$ cat src/rtl/led_mode_sched_pkg.sv
// +------------------------------------------------------------------+
// | led_mode_sched_pkg : mode encoding shared by the LED scheduler     |
// | Revision 1.0                                                     |
// +------------------------------------------------------------------+
`default_nettype none

package led_mode_sched_pkg;

  localparam int MODE_W = 2;

  typedef enum logic [MODE_W-1:0] {
    MODE_OFF   = 2'd0,
    MODE_BLINK = 2'd1,
    MODE_RUN   = 2'd2,
    MODE_FAST  = 2'd3
  } mode_e;

  function automatic mode_e next_mode(input mode_e m);
    case (m)
      MODE_OFF:   next_mode = MODE_BLINK;
      MODE_BLINK: next_mode = MODE_RUN;
      MODE_RUN:   next_mode = MODE_FAST;
      default:    next_mode = MODE_OFF;
    endcase
  endfunction

endpackage

`default_nettype wire

$ cat src/rtl/key_debounce.sv
// +------------------------------------------------------------------+
// | key_debounce : synchronise, debounce and edge-detect a push key    |
// | Revision 1.0                                                     |
// +------------------------------------------------------------------+
`default_nettype none

module key_debounce #(
  parameter int DB_CNT = 1_000_000
) (
  input  logic clk50M,
  input  logic RSTn,
  input  logic key_n,
  output logic press
);

  localparam int            CW       = (DB_CNT > 1) ? $clog2(DB_CNT) : 1;
  localparam logic [CW-1:0] CNT_LAST = CW'(DB_CNT - 1);

  logic          sync1_q, sync1_d;
  logic          sync2_q, sync2_d;
  logic          db_q, db_d;
  logic          db_dly_q, db_dly_d;
  logic [CW-1:0] cnt_q, cnt_d;

  always_comb begin
    sync1_d  = key_n;
    sync2_d  = sync1_q;
    db_dly_d = db_q;
    db_d     = db_q;
    cnt_d    = '0;
    // Only a disagreement that persists DB_CNT cycles flips the debounced level
    if (sync2_q != db_q) begin
      if (cnt_q == CNT_LAST) begin
        db_d = sync2_q;
      end else begin
        cnt_d = cnt_q + 1'b1;
      end
    end
  end

  always_ff @(posedge clk50M or negedge RSTn) begin
    if (!RSTn) begin
      sync1_q  <= 1'b1;
      sync2_q  <= 1'b1;
      db_q     <= 1'b1;
      db_dly_q <= 1'b1;
      cnt_q    <= '0;
    end else begin
      sync1_q  <= sync1_d;
      sync2_q  <= sync2_d;
      db_q     <= db_d;
      db_dly_q <= db_dly_d;
      cnt_q    <= cnt_d;
    end
  end

  assign press = db_dly_q & ~db_q;

endmodule

`default_nettype wire

$ cat src/rtl/led_mode_sched.sv
// +------------------------------------------------------------------+
// | led_mode_sched : button-selected LED blink modes with tick divider |
// | Revision 1.0                                                     |
// +------------------------------------------------------------------+
`default_nettype none

module led_mode_sched
  import led_mode_sched_pkg::*;
#(
  parameter int N_LED    = 4,
  parameter int TICK_DIV = 25_000_000,
  parameter int DB_CNT   = 1_000_000
) (
  input  logic              clk50M,
  input  logic              RSTn,
  input  logic              key_n,
  output logic [N_LED-1:0]  led,
  output logic [MODE_W-1:0] mode
);

  localparam int            TW        = $clog2(TICK_DIV);
  localparam logic [TW-1:0] TERM_SLOW = TW'(TICK_DIV - 1);
  localparam logic [TW-1:0] TERM_FAST = TW'(TICK_DIV / 4 - 1);

  logic             press;
  logic             tick;
  logic [TW-1:0]    tick_last;
  logic [TW-1:0]    tcnt_q, tcnt_d;
  mode_e            mode_q, mode_d;
  logic [N_LED-1:0] led_q, led_d;

  function automatic logic [N_LED-1:0] entry_pattern(input mode_e m);
    case (m)
      MODE_BLINK, MODE_FAST: entry_pattern = '0;
      MODE_RUN:              entry_pattern = {{(N_LED-1){1'b1}}, 1'b0};
      default:               entry_pattern = '1;
    endcase
  endfunction

  key_debounce #(
    .DB_CNT(DB_CNT)
  ) u_key_debounce (
    .clk50M(clk50M),
    .RSTn  (RSTn),
    .key_n (key_n),
    .press (press)
  );

  assign tick_last = (mode_q == MODE_FAST) ? TERM_FAST : TERM_SLOW;
  assign tick      = (tcnt_q == tick_last);

  always_comb begin
    tcnt_d = tick ? '0 : tcnt_q + 1'b1;
    mode_d = mode_q;
    led_d  = led_q;
    // A press restarts the tick period so the new mode gets a full first step
    if (press) begin
      tcnt_d = '0;
      mode_d = next_mode(mode_q);
      led_d  = entry_pattern(mode_d);
    end else if (tick) begin
      case (mode_q)
        MODE_BLINK, MODE_FAST: led_d = ~led_q;
        MODE_RUN:              led_d = {led_q[N_LED-2:0], led_q[N_LED-1]};
        default:               led_d = '1;
      endcase
    end
  end

  always_ff @(posedge clk50M or negedge RSTn) begin
    if (!RSTn) begin
      tcnt_q <= '0;
      mode_q <= MODE_OFF;
      led_q  <= '1;
    end else begin
      tcnt_q <= tcnt_d;
      mode_q <= mode_d;
      led_q  <= led_d;
    end
  end

  assign led  = led_q;
  assign mode = mode_q;

endmodule

`default_nettype wire

$ cat config.mk
export PLATFORM = sky130hd
export DESIGN_NAME = led_mode_sched
export DESIGN_NICKNAME = d
export VERILOG_FILES = /design/src/rtl/led_mode_sched_pkg.sv /design/src/rtl/key_debounce.sv /design/src/rtl/led_mode_sched.sv
export SDC_FILE = /design/constraint.sdc
export NUM_CORES = 1
export LEC_CHECK = 0
export CORE_MARGIN = 3
export CORE_UTILIZATION = 40
export CTS_CLUSTER_SIZE = 28
export DETAILED_ROUTE_END_ITERATION = 6
export SYNTH_ARGS = -nofsm -noshare
export SYNTH_HDL_FRONTEND = slang
export SYNTH_SLANG_ARGS = --single-unit
$ cat constraint.sdc
create_clock -name clk50M -period 1.85 [get_ports clk50M]
set_input_delay 0.185 -clock clk50M [delete_from_list [all_inputs] [get_ports clk50M]]
set_output_delay 0.185 -clock clk50M [all_outputs]
set_load 0.03 [all_outputs]
==> results of run 1 <==
-- cell families after synthesis --
group / after synthesis / share of synthesized area (%)
DFF: 55 / 50.2
xor gates and xnor gates: 42 / 13.3
adders and majority gates: 8 / 3.63
buffers and inverters: 14 / 2.58
muxes: 5 / 1.86
and+or+nand+nor: 136 / 24.7
AOI/OAI and AO/OA: 17 / 3.72
-- synthesized netlist by cell type, types with 5 or more instances --
| master | count | share of area [%] |
|---|---|---|
| dfrtp_1 | 47 | 43 |
| inv_1 | 7 | 0.95 |
| xor2_1 | 28 | 8.9 |
| nand2_1 | 15 | 2.0 |
| and4_1 | 5 | 1.6 |
| nor4_1 | 5 | 1.1 |
| o21ai_0 | 9 | 1.6 |
| ha_1 | 8 | 3.6 |
| nand4_1 | 7 | 1.6 |
| nor2_1 | 54 | 7.3 |
| xnor2_1 | 14 | 4.4 |
| a21oi_1 | 6 | 1.1 |
| and3_1 | 7 | 1.6 |
| nand3_1 | 24 | 4.4 |
| dfstp_2 | 8 | 7.6 |
-- worst reg2reg max path: stages, from the launching register on --
cell and delay [ns]:
dfrtp_1 0.38, nand3b_1 0.15, or4_4 0.56, a211oi_4 0.24, or2_4 0.19, clkbuf_16 0.16
nor2_1 0.05
-- where the power goes --
group	switching, mW	total, mW	leakage, nW	internal, mW
combinational	0.0366	0.0561	0.631	0.0195
clock	0.376	0.814	0.0612	0.438
sequential	0.00620	1.22	0.719	1.21
-- flip-flops by register name (all words and copies together) (netlist names) --
signal and flops:
u_key_debounce.sync2_q 1, u_key_debounce.db_dly_q 1, u_key_debounce.cnt_q 20, u_key_debounce.db_dly_d 1, u_key_debounce.sync1_q 1, tcnt_q 25, led 4, mode 2
-- per-layer routing --
| metal | vias to the layer above | share of wire [%] | track usage, % |
|---|---|---|---|
| li1 | 995 | - | - |
| met1 | 974 | 48 | 18.7 |
| met2 | 18 | 48 | 23.0 |
| met3 | 6 | 2.4 | 2.76 |
| met4 | 0 | 1.5 | 6.63 |
| met5 | - | 0 | 0 |
-- path summary, 6_finish.rpt --
| check | startpoint | endpoint | slack, ns | depth (start not counted) |
|---|---|---|---|---|
| worst max-delay path | tcnt_q[17] | tcnt_q[23] | 0.008 | 6 |
| worst min-delay path | key_n | u_key_debounce.sync1_q | 0.28 | 1 |
| worst max register to register | tcnt_q[17] | tcnt_q[23] | 0.008 | 6 |
| worst min register to register | u_key_debounce.sync1_q | u_key_debounce.sync2_q | 0.36 | 0 |
| max in group asynchronous | RSTn | led[0] | 0.87 | 3 |
| min in group asynchronous | RSTn | mode[0] | 0.37 | 2 |
-- through the flow --
stage	TNS, ns	power, mW	std cells
global placement	0	1.30	376
CTS	-0.231	2.13	385
global route	-2.54	2.18	387
floorplan	-2.99	1.26	277
finish	0	2.09	387
detailed placement	-0.0121	1.30	376
-- final cells by class --
class                           count  share of cell area (%)
Sequential cell                    55                    42.4
Inverter                            7                   0.803
Tap cell                           77                    2.94
Timing Repair Buffer               32                    9.67
Clock buffer                        6                    2.52
Multi-Input combinational cell    208                    40.6
Clock inverter                      2                    1.07
-- cell usage in the layout, fill, tap and decap left out, types with 2 or more instances in the layout --
cell / n
nand2_1: 15
and4_1: 5
nand3_1: 24
nand4b_1: 2
nor3_1: 4
ha_1: 7
mux2i_1: 4
dfrtp_2: 2
or2_2: 2
xor2_1: 28
a21oi_1: 6
nor4_1: 5
clkbuf_8: 6
clkdlybuf4s50_1: 7
dfstp_2: 8
nand4_1: 7
and3_1: 6
buf_12: 3
o21ai_1: 2
nor2_1: 53
dfrtp_1: 45
xnor2_1: 14
buf_4: 18
o21ai_0: 7
inv_1: 7
-- what timing repair did --
item / 4_1_cts / 5_1_grt
hold buffers: 1 / 0
pin swaps: 1 / 2
gates resized for setup: 0 / 7
cloned: 0 / 1
setup buffers: 0 / 1
endpoints found under the setup margin: 26 / 29
endpoints found under the hold margin: 16 / 0
==> reports/results.ini, run 1 <==
[clock_tree]
clock_path_buffers=2
cts_root_buf=clkbuf_8
htreeDepth=2
numCtsBuffers=5
cts_tree=built
clk_pin_slew_ns=0.10
insertion_delay_ns=0.30
cts.sinks=55

[setup_path]
cp_top_family=simple AND/OR/NAND/NOR gates
cp.required_ns=2.05
setup.worst_path.end_class=flip-flop
critPathBufInv=1
crit_path_start_kind=flip-flop
cp_cell_sequence=nand3b_1 -> or4_4 -> a211oi_4 -> or2_4 -> clkbuf_16 -> nor2_1
crit_fanout=12
slowest_stage=or4_4
critPathMaxStageDelay_ns=0.56
critPathKind=flip-flop to flip-flop
arrival_ns=2.04

[place]
place_ws_ns=-0.00557
place_hpwl_mm=3.53
dpl_cell_area_um2=3100
gp_congestion=0.826
io_buffers=8

[sta]
fmax_mhz=543
grt_setup_unrepaired=true
slew_headroom_pct=67.7
hold_viol=0
setup_violations=0
skew_ns=0.00824
fin_hold_ws_ns=0.280
setup_ws_ns=0.00819
finalCritPeriodShare_pct=99.6
maxSlewViolCount=0
worst_pin_slew_ns=0.485
layout_min_cycle_time_ns=1.84

[floorplanning]
rows=29
die_x_um=89.1
die_area_um2=7930
fp.coreArea_um2=6530
die_y_um=89.1
start_util_pct=42.3
io_pins=9

[global_route]
grt_usage_pct=14.3
grt_max_degree=36
grt_antenna_before_repair=0
globalRouteOverflowTotal=0
grt_pass1_wl_mm=8.80
grt_pass1_vias=1980

[synth]
synth_edf_count=0
syn-instance-count=277
synthFlopType=dfrtp_1
yosysSeqAreaShare_pct=50.2
netlist_area_um2=2760
ys_async_sr_fraction_pct=100
ys_seq_elements=55
syn_area_per_cell_um2=9.96
syn-num-nets=288
synth_cell_types=35
yosysWarningCount=0

[finish]
final_area_um2=3270
final_util_pct=50.1
drive_gt1_share_pct=17.1
fill_cells=611
finalNetCount=320
final-seq-area_um2=1390
diodes=0
multiInputGateArea_um2=1330
syn_to_final_growth_pct=18.6

[route]
viasPerCell=5.15
drt_wl_total_mm=5.04
ant_nets=0
drc=0
drtPass1Iterations=4
vias=1993
drtIter0Drc=72
wl_per_cell_um=13.0

[power]
powerDensity_nw_per_um2=638
ir_worst_vdd_mv=0.310
power_leakage_nw=1.41

[flow_run]
maxCapViolations=0

[worst_hold_path]
min_path_type=input port to flip-flop

[run_status]
status=completed

Power figures use the tool's default switching activity.
==> run 2, diff against run 1 <==
==> constraint.sdc (replaced) <==
create_clock -name clk50M -period 1.7 [get_ports clk50M]
set_input_delay 0.17 -clock clk50M [delete_from_list [all_inputs] [get_ports clk50M]]
set_output_delay 0.17 -clock clk50M [all_outputs]
set_load 0.03 [all_outputs]
==> run 2 against run 1 <==
The flow now finishes with violations (setup timing). Worst hold slack got worse by 0.014 ns. Sequential cell count is the same. Global-route usage rose by 0.77 points. Clock power up 4.2%. Non-clock buffer count is 21 higher. Combinational power increased by 11%. Cell area is 4.5% higher. Fmax is 0.94% lower. First-iteration DRC count down 39%. Cell count grew 5.4%. Critical path type unchanged. Critical endpoint is now tcnt_q[2].
==> reports/results.ini, run 2 (same netlist as run 1, synthesis figures left out) <==
[run_status]
status=finished, violations left
violations=setup timing

[clock_tree]
clock_path_buffers=2  ; unchanged
htreeDepth=2  ; unchanged
numCtsBuffers=5  ; unchanged
insertion_delay_ns=0.31  ; about the same
cts_root_buf=clkbuf_8
cts.sinks=55  ; unchanged
cts_tree=built
clk_pin_slew_ns=0.09  ; about the same

[place]
gp_congestion=0.806  ; -2.4%
io_buffers=8  ; unchanged
place_hpwl_mm=3.69  ; +4.5%
place_ws_ns=-0.164  ; -0.158 ns

[flow_run]
maxCapViolations=0  ; unchanged

[finish]
finalNetCount=341  ; +6.6%
drive_gt1_share_pct=22.1  ; +5.0 points
diodes=0  ; unchanged
largest-register=tcnt_q
final_common_cell=nor2_1
syn_to_final_growth_pct=23.9
largest_reg_flops=25  ; unchanged
final_util_pct=52.4  ; +2.3 points
layout_common_cells=nor2_1, dfrtp_1, buf_4

[setup_path]
crit_path_start_kind=flip-flop
crit_fanout=13  ; +1
critPathKind=flip-flop to flip-flop
cp.required_ns=1.90  ; -0.15 ns
arrival_ns=2.06  ; +0.02 ns
setup.worst_path.end_class=flip-flop

[floorplanning]
io_pins=9  ; unchanged
start_util_pct=42.3  ; unchanged
die_x_um=89.1  ; unchanged
rows=29  ; unchanged
die_area_um2=7930  ; unchanged
die_y_um=89.1  ; unchanged
fp.coreArea_um2=6530  ; unchanged

[power]
powerDensity_nw_per_um2=653  ; +2.4%
power_leakage_nw=1.57  ; +11%
power_mw=2.23  ; +7.0%
ir_worst_vdd_mv=0.372  ; +20%

[route]
drc=0  ; unchanged
drt_wl_total_mm=5.31  ; +5.2%
ant_nets=0  ; unchanged
wl_per_cell_um=13.0  ; -0.22%
drtIter0Drc=44  ; -39%
vias=2042  ; +2.5%
viasPerCell=5.00  ; -2.8%
drtPass1Iterations=5  ; +1

[global_route]
grt_max_degree=22  ; -39%
globalRouteOverflowTotal=0  ; unchanged
grt_usage_pct=15.1  ; +0.77 points
grt_pass1_wl_mm=9.27  ; +5.3%
grt_antenna_before_repair=0  ; unchanged
grt_pass1_vias=2023  ; +2.2%

[sta]
maxSlewViolCount=0  ; unchanged
fmax_mhz=538  ; -0.94%
worst_pin_slew_ns=0.477  ; -0.00797 ns
timing.setup.tns_ns=-4.08  ; -4.08 ns
slew_headroom_pct=68.0  ; +0.29 points
setup_ws_ns=-0.159  ; -0.168 ns
finalCritPeriodShare_pct=109  ; +9.8 points
layout_min_cycle_time_ns=1.86  ; +0.0175 ns
setup_violations=29  ; +29
hold_viol=0  ; unchanged
grt_setup_unrepaired=true
skew_ns=0.00752  ; -0.000720 ns

[worst_hold_path]
min_path_type=input port to flip-flop

run 2: changes by cell type in the layout (fill, tap and decap cells not counted), sizes merged:
cell           delta
dlymetal6s2s      +2
clkdlybuf4s50     -6
buf              +22
clkinv            -1
dlygate4sd2       +4
run 2: path summary, 6_finish.rpt:
check	from	end	slack, ns	depth (start not counted)
setup / recovery	tcnt_q[17]	tcnt_q[2]	-0.16	6
hold / removal	key_n	u_key_debounce.sync1_q	0.27	1
hold reg to reg	u_key_debounce.sync1_q	u_key_debounce.sync2_q	0.36	0
max in group asynchronous	RSTn	led[0]	0.70	3
min in group asynchronous	RSTn	tcnt_q[9]	0.34	2
setup reg to reg	tcnt_q[17]	tcnt_q[2]	-0.16	6
run 2: report_power, final:
part / total, mW / switching (mW) / internal, mW
sequential: 1.32 / 0.00697 / 1.32
clock: 0.848 / 0.406 / 0.441
combinational: 0.0622 / 0.0402 / 0.0220
total: 2.23 / 0.454 / 1.78
run 2: final cells by class:
class                      count  area, um^2
clock inverter                 1        30.0
timing repair buffer          53         464
sequential                    55        1390
multi-input combinational    208        1340
inverter                       7        26.3
clock buffer                   7        76.3
fill                         610        3110
tap                           77        96.3
run 2: routing by layer:
layer	track usage, %	share of wire, %
met4	5.14	1.2
met1	19.3	49
met5	0	0
met2	24.6	47
met3	4.24	2.4
run 2: critical path: stages, from the launching register on:
cell and delay (ns):
dfrtp_1 0.39, nand3b_1 0.15, or4_4 0.56, a211oi_4 0.25, or2_4 0.21, buf_12 0.14
nor2_1 0.05
run 2: per-stage QoR:
stage / instance area, um^2 / cells / hold WS [ns]
floorplan: 2780 / 277 / -0.126
global placement: 3230 / 395 / 0.160
detailed placement: 3230 / 395 / 0.158
CTS: 3400 / 407 / 0.253
global route: 3420 / 408 / 0.252
finish: 3420 / 408 / 0.266
run 2: what timing repair did:
item / CTS / global route
cloned: 1 / 0
endpoints found under the setup margin: 33 / 38
hold buffers: 1 / 0
gates resized for setup: 9 / 4
setup buffers: 2 / 1
endpoints found under the hold margin: 16 / 0
pin swaps: 2 / 3
==> run 3, diff against run 2 <==
--- a/config.mk
+++ b/config.mk
@@ -9,6 +9,7 @@
 export CORE_UTILIZATION = 40
 export CTS_CLUSTER_SIZE = 28
 export DETAILED_ROUTE_END_ITERATION = 6
+export GPL_TIMING_DRIVEN = 1
 export SYNTH_ARGS = -nofsm -noshare
 export SYNTH_HDL_FRONTEND = slang
 export SYNTH_SLANG_ARGS = --single-unit
==> results of run 3 <==
Same layout as run 2: the final DEF is identical, and so are final timing and power.
